## src/rtl/video_scan_controller.sv

```systemverilog
// Apple II/e character-cell video scan controller.
// Generates the 14M/7M phase, the H/V scan counters, the display-memory
// address for each cell, and the strobes the shift-register path consumes.
// Every output is a flop; the per-cell outputs are reloaded at the edge
// that enters P=0, computed from the next H/V values and the mode inputs
// present at that edge, so they hold steady for the entire cell.
module video_scan_controller #(
    parameter int H_TOTAL      = 65,
    parameter int H_VIS_START  = 25,
    parameter int V_TOTAL      = 262,
    parameter int V_VIS        = 192,
    parameter int FLASH_FRAMES = 16
) (
    input  logic        CLK_14M,
    input  logic        reset,
    input  logic        TEXT_MODE,
    input  logic        MIXED_MODE,
    input  logic        HIRES_MODE,
    input  logic        PAGE2,
    output logic        CLK_7M,
    output logic        LDPS_N,
    output logic        WNDW_N,
    output logic        SEGA,
    output logic        SEGB,
    output logic        SEGC,
    output logic        GR2,
    output logic        FLASH_CLK,
    output logic [15:0] VADDR,
    output logic        HBL,
    output logic        VBL
);

    localparam int FW = (FLASH_FRAMES > 1) ? $clog2(FLASH_FRAMES) : 1;

    localparam logic [3:0]    P_LAST = 4'd13;
    localparam logic [7:0]    H_LAST = 8'(H_TOTAL - 1);
    localparam logic [7:0]    H_VS   = 8'(H_VIS_START);
    localparam logic [8:0]    V_LAST = 9'(V_TOTAL - 1);
    localparam logic [8:0]    V_VS   = 9'(V_VIS);
    // First line of the four text rows kept as text in mixed mode.
    localparam logic [8:0]    V_MIX  = 9'd160;
    localparam logic [FW-1:0] F_LAST = FW'(FLASH_FRAMES - 1);

    // Scan state
    logic [3:0]    p_q, p_d;
    logic [7:0]    h_q, h_d;
    logic [8:0]    v_q, v_d;
    logic [FW-1:0] fcnt_q, fcnt_d;

    // Registered outputs
    logic          clk7_q, ldps_n_q, wndw_n_q, gr2_q, flash_q, hbl_q, vbl_q;
    logic [2:0]    seg_q;
    logic [15:0]   vaddr_q;

    // Per-cell values for the cell being entered
    logic          p_wrap, h_wrap, v_wrap;
    logic          flash_d;
    logic          hbl_n, vbl_n, gr2_n;
    logic [6:0]    col;
    logic [15:0]   row_off, grp_off, base_off, vaddr_n;

    // Counter chain P -> H -> V -> flash frame count.
    always_comb begin
        p_wrap  = (p_q == P_LAST);
        h_wrap  = p_wrap && (h_q == H_LAST);
        v_wrap  = h_wrap && (v_q == V_LAST);

        p_d     = p_wrap ? 4'd0 : p_q + 4'd1;
        h_d     = h_q;
        v_d     = v_q;
        fcnt_d  = fcnt_q;
        flash_d = flash_q;

        if (p_wrap)
            h_d = (h_q == H_LAST) ? 8'd0 : h_q + 8'd1;
        if (h_wrap)
            v_d = (v_q == V_LAST) ? 9'd0 : v_q + 9'd1;
        if (v_wrap) begin
            if (fcnt_q == F_LAST) begin
                fcnt_d  = '0;
                flash_d = ~flash_q;
            end else begin
                fcnt_d  = fcnt_q + 1'b1;
            end
        end
    end

    // Blanking, graphics select and display address for the next cell.
    // Column wraps modulo 128 during blanking; the address is don't-care
    // there but stays a pure function of H/V/mode.
    always_comb begin
        hbl_n   = (h_d < H_VS);
        vbl_n   = (v_d >= V_VS);
        gr2_n   = ~TEXT_MODE & ~(MIXED_MODE & (v_d >= V_MIX));
        col     = 7'(h_d - H_VS);
        row_off = {6'b0, v_d[5:3], 7'b0};
        // V[7:6] * 0x28 as (x*32 + x*8)
        grp_off = {9'b0, v_d[7:6], 5'b0} + {11'b0, v_d[7:6], 3'b0};
        if (gr2_n && HIRES_MODE)
            base_off = {1'b0, PAGE2, ~PAGE2, v_d[2:0], 10'b0};
        else
            base_off = {4'b0, PAGE2, ~PAGE2, 10'b0};
        vaddr_n = base_off + row_off + grp_off + {9'b0, col};
    end

    // State and output registers; per-cell outputs load only entering P=0.
    always_ff @(posedge CLK_14M) begin
        if (reset) begin
            p_q      <= 4'd0;
            h_q      <= 8'd0;
            v_q      <= 9'd0;
            fcnt_q   <= '0;
            clk7_q   <= 1'b0;
            ldps_n_q <= 1'b1;
            wndw_n_q <= 1'b1;
            seg_q    <= 3'd0;
            gr2_q    <= 1'b0;
            flash_q  <= 1'b0;
            vaddr_q  <= 16'h0000;
            hbl_q    <= 1'b1;
            vbl_q    <= 1'b0;
        end else begin
            p_q      <= p_d;
            h_q      <= h_d;
            v_q      <= v_d;
            fcnt_q   <= fcnt_d;
            flash_q  <= flash_d;
            clk7_q   <= p_d[0];
            // Low across P=12..13 so the single load lands at P=12.
            ldps_n_q <= ~((p_d == 4'd12) || (p_d == 4'd13));
            if (p_wrap) begin
                hbl_q    <= hbl_n;
                vbl_q    <= vbl_n;
                wndw_n_q <= hbl_n | vbl_n;
                seg_q    <= v_d[2:0];
                gr2_q    <= gr2_n;
                vaddr_q  <= vaddr_n;
            end
        end
    end

    assign CLK_7M    = clk7_q;
    assign LDPS_N    = ldps_n_q;
    assign WNDW_N    = wndw_n_q;
    assign SEGA      = seg_q[0];
    assign SEGB      = seg_q[1];
    assign SEGC      = seg_q[2];
    assign GR2       = gr2_q;
    assign FLASH_CLK = flash_q;
    assign VADDR     = vaddr_q;
    assign HBL       = hbl_q;
    assign VBL       = vbl_q;

endmodule

```

## config.mk

```make
export PLATFORM = sky130hd
export DESIGN_NAME = video_scan_controller
export DESIGN_NICKNAME = d
export VERILOG_FILES = /design/src/rtl/video_scan_controller.sv
export SDC_FILE = /design/constraint.sdc
export NUM_CORES = 1
export LEC_CHECK = 0
export ABC_AREA = 0
export BUFFER_PORTS_ARGS = -buffer_cell sky130_fd_sc_hd__buf_2
export CAP_MARGIN = 25
export CORE_MARGIN = 4
export CORE_UTILIZATION = 59
export DETAILED_ROUTE_END_ITERATION = 10
export GPL_ROUTABILITY_DRIVEN = 0
export PLACE_DENSITY = 0.83
export SLEW_MARGIN = 20
export SYNTH_ARGS = -nofsm -noshare
export SYNTH_HDL_FRONTEND = slang
export SYNTH_SLANG_ARGS = --single-unit
```

## constraint.sdc

```tcl
create_clock -name CLK_14M -period 6.3 [get_ports CLK_14M]
set_input_delay 0.315 -clock CLK_14M [delete_from_list [all_inputs] [get_ports CLK_14M]]
set_output_delay 0.315 -clock CLK_14M [all_outputs]
set_load 0.02 [all_outputs]
```

== Yosys cells after proc, flatten, opt, wreduce, memory -nomap -nowiden ==
Index checks and enable logic that the tools add are counted.

* Add/sub/neg operators: 9
* Bitwise gates (word level): 8
* Reduce and logical (&&, ||, !) cells: 5
* Order comparisons: 3
* Eq/ne operators: 6
* Multiplexer cells: 7

{| class="wikitable"
|+ Operators with widths
! cell !! count
|-
| 9-bit by 8-bit greater-or-equal comparator with 1-bit output, second input constant || 2
|-
| 9-bit 2-to-1 mux || 2
|-
| 16-bit by 10-bit adder with 16-bit output || 1
|-
| 16-bit by 7-bit adder with 16-bit output || 1
|-
| 16-bit by 8-bit adder with 16-bit output || 1
|-
| 4-bit == test, second input constant || 4
|-
| 8-bit 2-to-1 mux || 2
|-
| 15-bit 2-to-1 mux || 1
|-
| 9-bit by 1-bit adder with 9-bit output, second input constant || 1
|-
| 9-bit == test, second input constant || 1
|-
| 4-bit by 1-bit adder with 4-bit output, second input constant || 2
|-
| 7-bit by 5-bit adder with 8-bit output || 1
|-
| 8-bit by 1-bit adder with 8-bit output, second input constant || 1
|-
| 8-bit by 7-bit == test with 1-bit output, second input constant || 1
|-
| 8-bit by 5-bit < comparator with 1-bit output, second input constant || 1
|-
| 4-bit 2-to-1 mux || 2
|-
| 7-bit by 5-bit subtractor with 7-bit output, second input constant || 1
|-
| 1-bit NOT || 5
|-
| 1-bit logical AND || 3
|-
| 1-bit bitwise AND || 2
|-
| 2-bit AND reduction || 1
|-
| 1-bit logical OR || 1
|-
| 1-bit OR || 1
|}

* Logic and storage cells: 51
* Register bits after elaboration: 51
* Output and inout port bits: 26

== Depth between registers and ports, before layout ==
Gate-level depths: netlist (run 1).

* Depth in word-level cells: 12
* Depth in mapped cells: 19
* Depth with buffers taken out: 18

== Worst setup path before layout (run 1) ==
Ideal clock, no wire load.

* Path type: reg2reg
* Start point: reg h_q[2]
* End point: reg vaddr_q[11], in the netlist VADDR[11]
* Cell stages (with the launch flop): 18
* Slack: 2.531 ns
* Setup time: 0.101 ns
* Arrival time: 3.668 ns
* Required time: 6.199 ns
* Cells stage by stage: dfxtp_1 > or3_1 > buf_6 > or3_4 > buf_6 > o21ai_0 > nand3_1 > xnor2_1 > ha_1 > inv_1 > fa_1 > inv_1 > a21o_1 > a21oi_1 > nor3_1 > a31oi_1 > o21a_1 > o41ai_1

* Cells in the longest elaborated chain, start to end: 12
* Elaborated cells on any way between the ends: 17

{| class="wikitable"
|+ Ends and longest elaborated chain
! element !! RTL line !! source
|-
| start: declaration || 46 || <nowiki>logic [7:0] h_q, h_d;</nowiki>
|-
| start signal: assignment || 110 || <nowiki>h_q <= 8'd0;</nowiki>
|-
| start signal: assignment || 124 || <nowiki>h_q <= h_d;</nowiki>
|-
| 8-bit by 7-bit == test with 1-bit output || 65, 75 ||
|-
| 1-bit logical AND || 65 || <nowiki>h_wrap = p_wrap && (h_q == H_LAST);</nowiki>
|-
| 9-bit 2-to-1 mux || 76 || <nowiki>if (h_wrap)</nowiki>
|-
| 9-bit by 8-bit greater-or-equal comparator with 1-bit output || 94 || <nowiki>gr2_n = ~TEXT_MODE & ~(MIXED_MODE & (v_d >= V_MIX));</nowiki>
|-
| 1-bit bitwise AND || 94 ||
|-
| 1-bit NOT || 94 ||
|-
| 1-bit bitwise AND || 94 ||
|-
| 1-bit logical AND || 99 || <nowiki>if (gr2_n && HIRES_MODE)</nowiki>
|-
| 15-bit 2-to-1 mux || 99 ||
|-
| 16-bit by 10-bit adder with 16-bit output || 103 || <nowiki>vaddr_n = base_off + row_off + grp_off + {9'b0, col};</nowiki>
|-
| 16-bit by 8-bit adder with 16-bit output || 103 ||
|-
| 16-bit by 7-bit adder with 16-bit output * || 103 ||
|-
| end signal: assignment || 137 || <nowiki>vaddr_q <= vaddr_n;</nowiki>
|-
| end: declaration || 53 || <nowiki>logic [15:0] vaddr_q;</nowiki>
|}

Every way passes the cells marked *; elsewhere a longest branch is shown, timed or not.
A chain may end at the register's enable or synchronous reset.

== Worst setup path after layout (run 1) ==
* Start point: reg h_q[0]
* End point: reg vaddr_q[11], in the netlist VADDR[11]

The elaborated chain is that of the path after synthesis.

==> key figures, run 1 <==
Status
  – Outcome: complete, no violations

Detailed routing
  – DRT iter0 DRCs: approximately 190
  – Met2 wire len: approximately 2.7 mm
  – Total Wirelength: 5.61 mm
  – Via count: 2297
  – Met1 WL: roughly 2.6 mm
  – Routed len/inst: 14.4 um
  – Max layer used: met4
  – TritonRoute pass-1 iters: 4
  – DR WL met3: between 200 and 300 um
  – Via density: between 5 and 6
  – Antenna viol nets, final: 0
  – DRC: 0

Floorplanning
  – Core footprint: ~0.0041 mm^2
  – Die area: between 0.005 and 0.006 mm^2
  – Initial Utilization: 63.3%
  – Die Y: around 75 um
  – # rows: 23
  – Ports: 32
  – Die X: around 75 um

Placed design
  – Input/output buffers: 31
  – Dpl hpwl: around 4 mm

Yosys
  – YS warnings: 0
  – Syn Std Cell Area: 0.00263 mm^2
  – Yosys cell types: between 50 and 60
  – Synthesized flop and latch total: 50
  – Fraction of registers with async set/reset: 0%
  – Seq/Total Area, Yosys: a little under two fifths
  – Number of synthesized flops with an enable pin: 0
  – Synth Net Count: roughly 330
  – Top_reg_cell synth: dfxtp_1
  – Post-synthesis cell count: 314
  – Syn Area/Cell: 8.36 um^2

Setup path
  – R2R Path Start: h_q[0]
  – Startpoint types: flop
  – Cell breakdown of the critical path: inv_1 > ha_1 > nand4bb_1 > or3_4 > o21ai_0 > nand3_1 > xnor2_1 > ha_1 > inv_1 > fa_1 > inv_1 > a21o_1 > a21oi_1 > nor3_1 > a31oi_1 > o21a_1 > o41ai_1
  – CP Class: reg2reg
  – Cell mode on critical path: inv_1
  – Reg2Reg Depth: 17
  – Worst endpoint data arrival time: between 4 and 5 ns
  – Max incr delay on CP: around 0.55 ns
  – Slack of the worst reg-to-reg path: approximately 2.1 ns
  – CP endpoint kind: flop
  – Slowest CP cell: or3_4
  – Crit-path max FO: 11
  – CP Data Required Time: roughly 6.5 ns
  – Critical R2R Capture: VADDR[11]

Min path
  – Hold Path Sink: GR2
  – Worst hold path depth: 3
  – Hold Startpoint: TEXT_MODE
  – Hold Crit Class: in2reg

CTS
  – H-tree Lvls: 2
  – # clock sinks: 50
  – TritonCTS clock tree: built
  – Skew-Pair Late Insertion Delay: 0.31 ns
  – Clock-pin transition on the worst setup and hold timing paths: about 0.090 ns
  – CTS Buffer Depth: 2
  – Root Driver: clkbuf_8
  – Post-CTS setup buffers: 0
  – # hold bufs at CTS: 0
  – TritonCTS buffer count: 5
  – Post_cts resized: 0

Final layout
  – Area Growth Syn to Fin: 9.15%
  – Fillcell total: ~340
  – # diodes: 0
  – Final Core Density: 69.1%
  – Area of the multi-input gates: 0.00151 mm^2
  – Most frequent cells in the layout: 50 x dfxtp_1, 39 x nor2_1, 36 x nand2_1
  – Layout cells sized above 1: approximately 14%
  – Reg area: 0.00100 mm^2
  – Commonest non-fill, non-tap cell in the layout: dfxtp_1
  – Net count, final: approximately 360

Flow run
  – Maxcap violations: 0

Global routing
  – Vias in the first global route: just over 2000
  – Total track usage: a little over a fifth
  – Gr ovfl total: 0
  – Initial antenna violation count: 0
  – Pin count of the biggest net entering global routing: about 50
  – First-pass GRT wire length: between 9 and 10 mm

STA
  – RSZ-0062 raised after global routing: no
  – Fin. max-slew vios: 0
  – Setup TNS: 0 ns
  – Final Hold Viols: 0
  – Worst slew margin: between 40% and 50%
  – Layout Skew: between 0.004 and 0.005 ns
  – Max Fclk: around 240 MHz
  – Worst slew pin tran: roughly 0.9 ns
  – Final-report setup violation count: 0
  – Tcrit/Tclk final: approximately two thirds
  – Tmin final: about 4.2 ns

Power and ir drop
  – P per Cell Area: about 180 mW/mm^2
  – LEAKAGE: around 1.1 nW
  – Peak supply drop: around 0.14 mV
-- how the worst max path moves through the flow --
stage	from	end	slack, ns	cells past startpoint
floorplan	h_q[2]	VADDR[11]	2.53	17
global placement	h_q[0]	VADDR[11]	2.33	15
detailed placement	h_q[0]	VADDR[11]	2.16	17
CTS	h_q[0]	VADDR[11]	2.05	17
global route	h_q[0]	VADDR[13]	1.60	17
finish	h_q[0]	VADDR[11]	2.06	17
-- cells by family after synthesis --
| family | count (synthesis) | synth area share (%) |
|---|---|---|
| XOR/XNOR | 18 | 6.01 |
| adder cells (fa/ha/maj) | 11 | 5.53 |
| buffers and inverters | 26 | 4.29 |
| multiplexers | 3 | 1.19 |
| AND/OR/NAND/NOR | 130 | 25.3 |
| flip-flops | 50 | 38.1 |
| AO/OA/AOI/OAI | 76 | 19.5 |
-- sequential cells by signal (all words and copies together) (netlist names) --
signal	flops
VADDR	16
v_q	9
h_q	8
fcnt_q	4
p_q	4
seg_q	3
FLASH_CLK	1
GR2	1
HBL	1
LDPS_N	1
VBL	1
WNDW_N	1
-- cell usage after synthesis, types with 2 or more instances --
library cell / n / area share (%)
nand3b_1: 2 / 0.57
a2111oi_4: 2 / 2.1
buf_6: 2 / 0.86
xor2_1: 8 / 2.7
dfxtp_1: 50 / 38
clkbuf_1: 12 / 1.7
or3_1: 5 / 1.2
a31oi_1: 3 / 0.72
nor2_1: 39 / 5.6
nor3_1: 9 / 1.7
o21a_1: 2 / 0.57
xnor2_1: 10 / 3.3
nand4_1: 5 / 1.2
a21o_1: 4 / 1.1
inv_1: 11 / 1.6
o211ai_1: 2 / 0.57
nand3_1: 6 / 1.1
a211oi_1: 10 / 2.9
o21ai_0: 13 / 2.5
nand2_1: 36 / 5.1
ha_1: 10 / 4.8
a21boi_0: 2 / 0.57
o31a_1: 2 / 0.67
mux2i_1: 2 / 0.76
nor2b_1: 3 / 0.72
nor4b_1: 2 / 0.67
nor4bb_1: 2 / 0.76
a21oi_1: 28 / 5.3
nor3b_1: 4 / 1.1
nor4_1: 4 / 0.95
nand4b_1: 2 / 0.67
-- worst max-delay path, delay by kind of cell, from the launching register on --
family | cells | cell delay, ns
simple gates | 4 | 1.54
compound gates | 6 | 1.10
fa+ha+maj | 3 | 0.74
flops | 1 | 0.34
buf+inv | 3 | 0.22
xor+xnor | 1 | 0.20
-- metal layers --
metal,global-route usage [%],up-vias
li1,-,1172
met1,29.3,1069
met2,34.2,48
met3,3.87,8
met4,6.72,0
met5,0,-
-- final cells by class --
type / instances / share of cell area (%)
sequential: 50 / 34.9
multi-input combinational: 238 / 52.8
clock buffer: 5 / 2.40
tap: 50 / 2.18
timing repair buffer: 33 / 5.94
clock inverter: 2 / 0.349
inverter: 11 / 1.44
-- where the power goes --
group	internal, mW	total [mW]	switching (mW)
registers	0.318	0.321	0.00296
clock network	0.0747	0.177	0.103
logic	0.00654	0.0189	0.0123
-- metrics by stage --
stage               hold slack [ns]  setup WS (ns)  cell area, um^2  instances  total power [mW]
floorplan                     0.401           2.53             2630        314             0.341
global placement              0.429           2.33             2790        382             0.346
detailed placement            0.441           2.16             2790        382             0.347
CTS                           0.315           2.05             2870        389             0.521
global route                  0.330           1.60             2870        389             0.536
finish                        0.315           2.06             2870        389             0.517
Note: power is estimated with default switching activity, not from simulation.
==> run 2: changes to the inputs <==
--- a/config.mk
+++ b/config.mk
@@ -9,10 +9,10 @@
 export BUFFER_PORTS_ARGS = -buffer_cell sky130_fd_sc_hd__buf_2
 export CAP_MARGIN = 25
 export CORE_MARGIN = 4
-export CORE_UTILIZATION = 59
+export CORE_UTILIZATION = 58
 export DETAILED_ROUTE_END_ITERATION = 10
 export GPL_ROUTABILITY_DRIVEN = 0
-export PLACE_DENSITY = 0.83
+export PLACE_DENSITY = 0.82
 export SLEW_MARGIN = 20
 export SYNTH_ARGS = -nofsm -noshare
 export SYNTH_HDL_FRONTEND = slang
==> constraint.sdc (replaced) <==
create_clock -name CLK_14M -period 4 [get_ports CLK_14M]
set_input_delay 0.2 -clock CLK_14M [delete_from_list [all_inputs] [get_ports CLK_14M]]
set_output_delay 0.2 -clock CLK_14M [all_outputs]
set_load 0.02 [all_outputs]
==> run 2 against run 1 <==
Against the previous run:
- worst hold slack lost 0.095 ns
- total power grew 72%
- highest routed layer unchanged
- first-iteration DRC count grew 13%
- non-clock buffer count grew 10
- clock power grew 100%
- final area grew 5.0%
- critical endpoint unchanged
- critical path type unchanged
- core utilization is essentially flat
- register-to-register slack lost 1.8 ns
- flip-flop and latch count is the same
- cell count grew 3.3%
- sequential power grew 57%
==> key figures, run 2 (synthesized netlist as in run 1, its figures left out) <==
Status
  – Outcome: complete, no violations

Power and ir drop
  – Total power: 891 uW
  – Peak supply drop: 0.153 mV
  – Clock share of power: between 30% and 40%
  – Internal power: between 600 and 700 uW
  – LEAKAGE: about 1.2 nW
  – P per Cell Area: 296 mW/mm^2
  – Logic pwr share: 3.5%
  – Net Switching: 193 uW
  – Switching share of total power: ~22%
  – Flop pwr share: a little under three fifths

Floorplanning
  – Core footprint: around 0.0044 mm^2
  – Initial Utilization: 60.3%
  – Ports: 32
  – Die Y: approximately 75 um
  – Die area: 0.00567 mm^2
  – Die X: about 75 um
  – # rows: 24

Min path
  – Hold Startpoint: TEXT_MODE
  – Hold Crit Class: in2reg

Detailed routing
  – Via density: around 6
  – Routed len/inst: roughly 15 um
  – Via count: roughly 2400
  – DRC: 0
  – Total Wirelength: 6.07 mm
  – Antenna viol nets, final: 0
  – TritonRoute pass-1 iters: 4
  – DRT iter0 DRCs: between 200 and 250

STA
  – Tcrit/Tclk final: around 94%
  – Layout Skew: between 0.007 and 0.008 ns
  – Tmin final: 3.77 ns
  – Worst slew margin: 37.8%
  – Fin. max-slew vios: 0
  – Final-report setup violation count: 0
  – Worst slew pin tran: ~0.93 ns
  – Max Fclk: 266 MHz
  – Final Hold Viols: 0

Setup path
  – Max incr delay on CP: ~0.45 ns
  – Slack of the worst reg-to-reg path: between 0.2 and 0.25 ns
  – CP Data Required Time: between 4 and 5 ns
  – Largest delay contributor family on the critical path: simple AND/OR/NAND/NOR gates
  – Crit-path max FO: 8
  – Worst endpoint data arrival time: between 3 and 4 ns
  – Crit path launch: h_q[2]
  – CP Class: reg2reg
  – CP endpoint kind: flop
  – Cell breakdown of the critical path: or3_4 > or3_4 > o21ai_1 > buf_4 > a21oi_1 > xnor2_1 > inv_1 > fa_2 > inv_1 > a21o_1 > a21oi_1 > nor3_1 > buf_4 > a31oi_1 > o21a_1 > o41ai_2
  – Buf+Inv Stages, Crit Path: 4
  – R2R Path Start: h_q[2]
  – Slowest CP cell: or3_4
  – Startpoint types: flop

Flow run
  – Maxcap violations: 0

CTS
  – CTS Buffer Depth: 2
  – Skew-Pair Late Insertion Delay: about 0.31 ns
  – TritonCTS clock tree: built
  – TritonCTS buffer count: 5
  – # clock sinks: 50
  – Clock-pin transition on the worst setup and hold timing paths: about 0.090 ns
  – H-tree Lvls: 2
  – Root Driver: clkbuf_8

Global routing
  – First-pass GRT wire length: 10.0 mm
  – Gr ovfl total: 0
  – Initial antenna violation count: 0
  – Pin count of the biggest net entering global routing: 51
  – Vias in the first global route: approximately 2200
  – Total track usage: around 22%

Final layout
  – Area Growth Syn to Fin: 14.6%
  – Most frequent cells in the layout: 49 x dfxtp_1, 39 x nor2_1, 35 x nand2_1
  – Commonest non-fill, non-tap cell in the layout: dfxtp_1
  – # diodes: 0
  – Max reg flops: 16
  – Net count, final: 366
  – Final Core Density: between 60% and 70%
  – Layout cells sized above 1: between 10% and 20%

Placed design
  – Dpl hpwl: approximately 4.2 mm
  – Input/output buffers: 31
run 2: cell types whose count changed in the layout (fill, tap and decap cells not counted), moves of 2 or more:
cell	before	now
buf_4	2	12
o21ai_0	13	11
o21ai_1	1	3
clkinv_2	2	0
run 2: path summary, 6_finish.rpt:
path | cells after the start | end
setup reg to reg | 16 | VADDR[11]
setup / recovery | 16 | VADDR[11]
hold reg to reg | 2 | VADDR[12]
hold / removal | 3 | GR2
run 2: power groups by stage:
stage          Sequential (mW)  Clock (mW)  Combinational (mW)
6_report                 0.505       0.355              0.0313
2_1_floorplan            0.516           0              0.0204
3_5_place_dp             0.516           0              0.0304
4_1_cts                  0.505       0.359              0.0306
3_3_place_gp             0.516           0              0.0304
5_1_grt                  0.506       0.375              0.0346
run 2: final cells by class:
cell class              count  area [um^2]
fillers                   359         1350
multi-input cells         238         1550
well taps                  52         65.1
clock buffers               6         72.6
inverters                  11         41.3
repair buffers             43          245
flip-flops and latches     50         1000
clock inverters             2         37.5
run 2: per-stage QoR:
step                      setup WS [ns]  instances  TNS [ns]  cell area [um^2]  hold WS (ns)
after floorplan                   0.231        314         0              2630         0.286
after global routing           -0.00808        402  -0.00808              3010         0.231
after global placement            0.304        392         0              2850         0.431
final                             0.234        402         0              3010         0.220
after detailed placement          0.138        392         0              2850         0.441
after CTS                        0.0508        400         0              2960         0.213
run 2: what timing repair did:
item                                    4_1_cts  5_1_grt
hold buffers                                  0        0
setup buffers                                 0        2
hold endpoints to repair                      0        0
gates resized for setup                       0       11
endpoints found under the setup margin        0        2
run 2: layer usage:
| metal | up-vias | part of all wire [%] | global-route usage [%] |
|---|---|---|---|
| met2 | 75 | 49 | 36.8 |
| met3 | 17 | 5.4 | 4.01 |
| met5 | - | 0 | 0 |
| met4 | 0 | 2.4 | 9.90 |
| li1 | 1188 | - | - |
| met1 | 1118 | 43 | 28.8 |
run 2: worst register-to-register path: cells and delay by family (launching register included):
family,cells,cell delay [ns]
XOR/XNOR,1,0.29
AO/OA/AOI/OAI,7,1.05
buffers and inverters,4,0.53
flip-flops,1,0.36
AND/OR/NAND/NOR,3,1.06
adder cells (fa/ha/maj),1,0.39
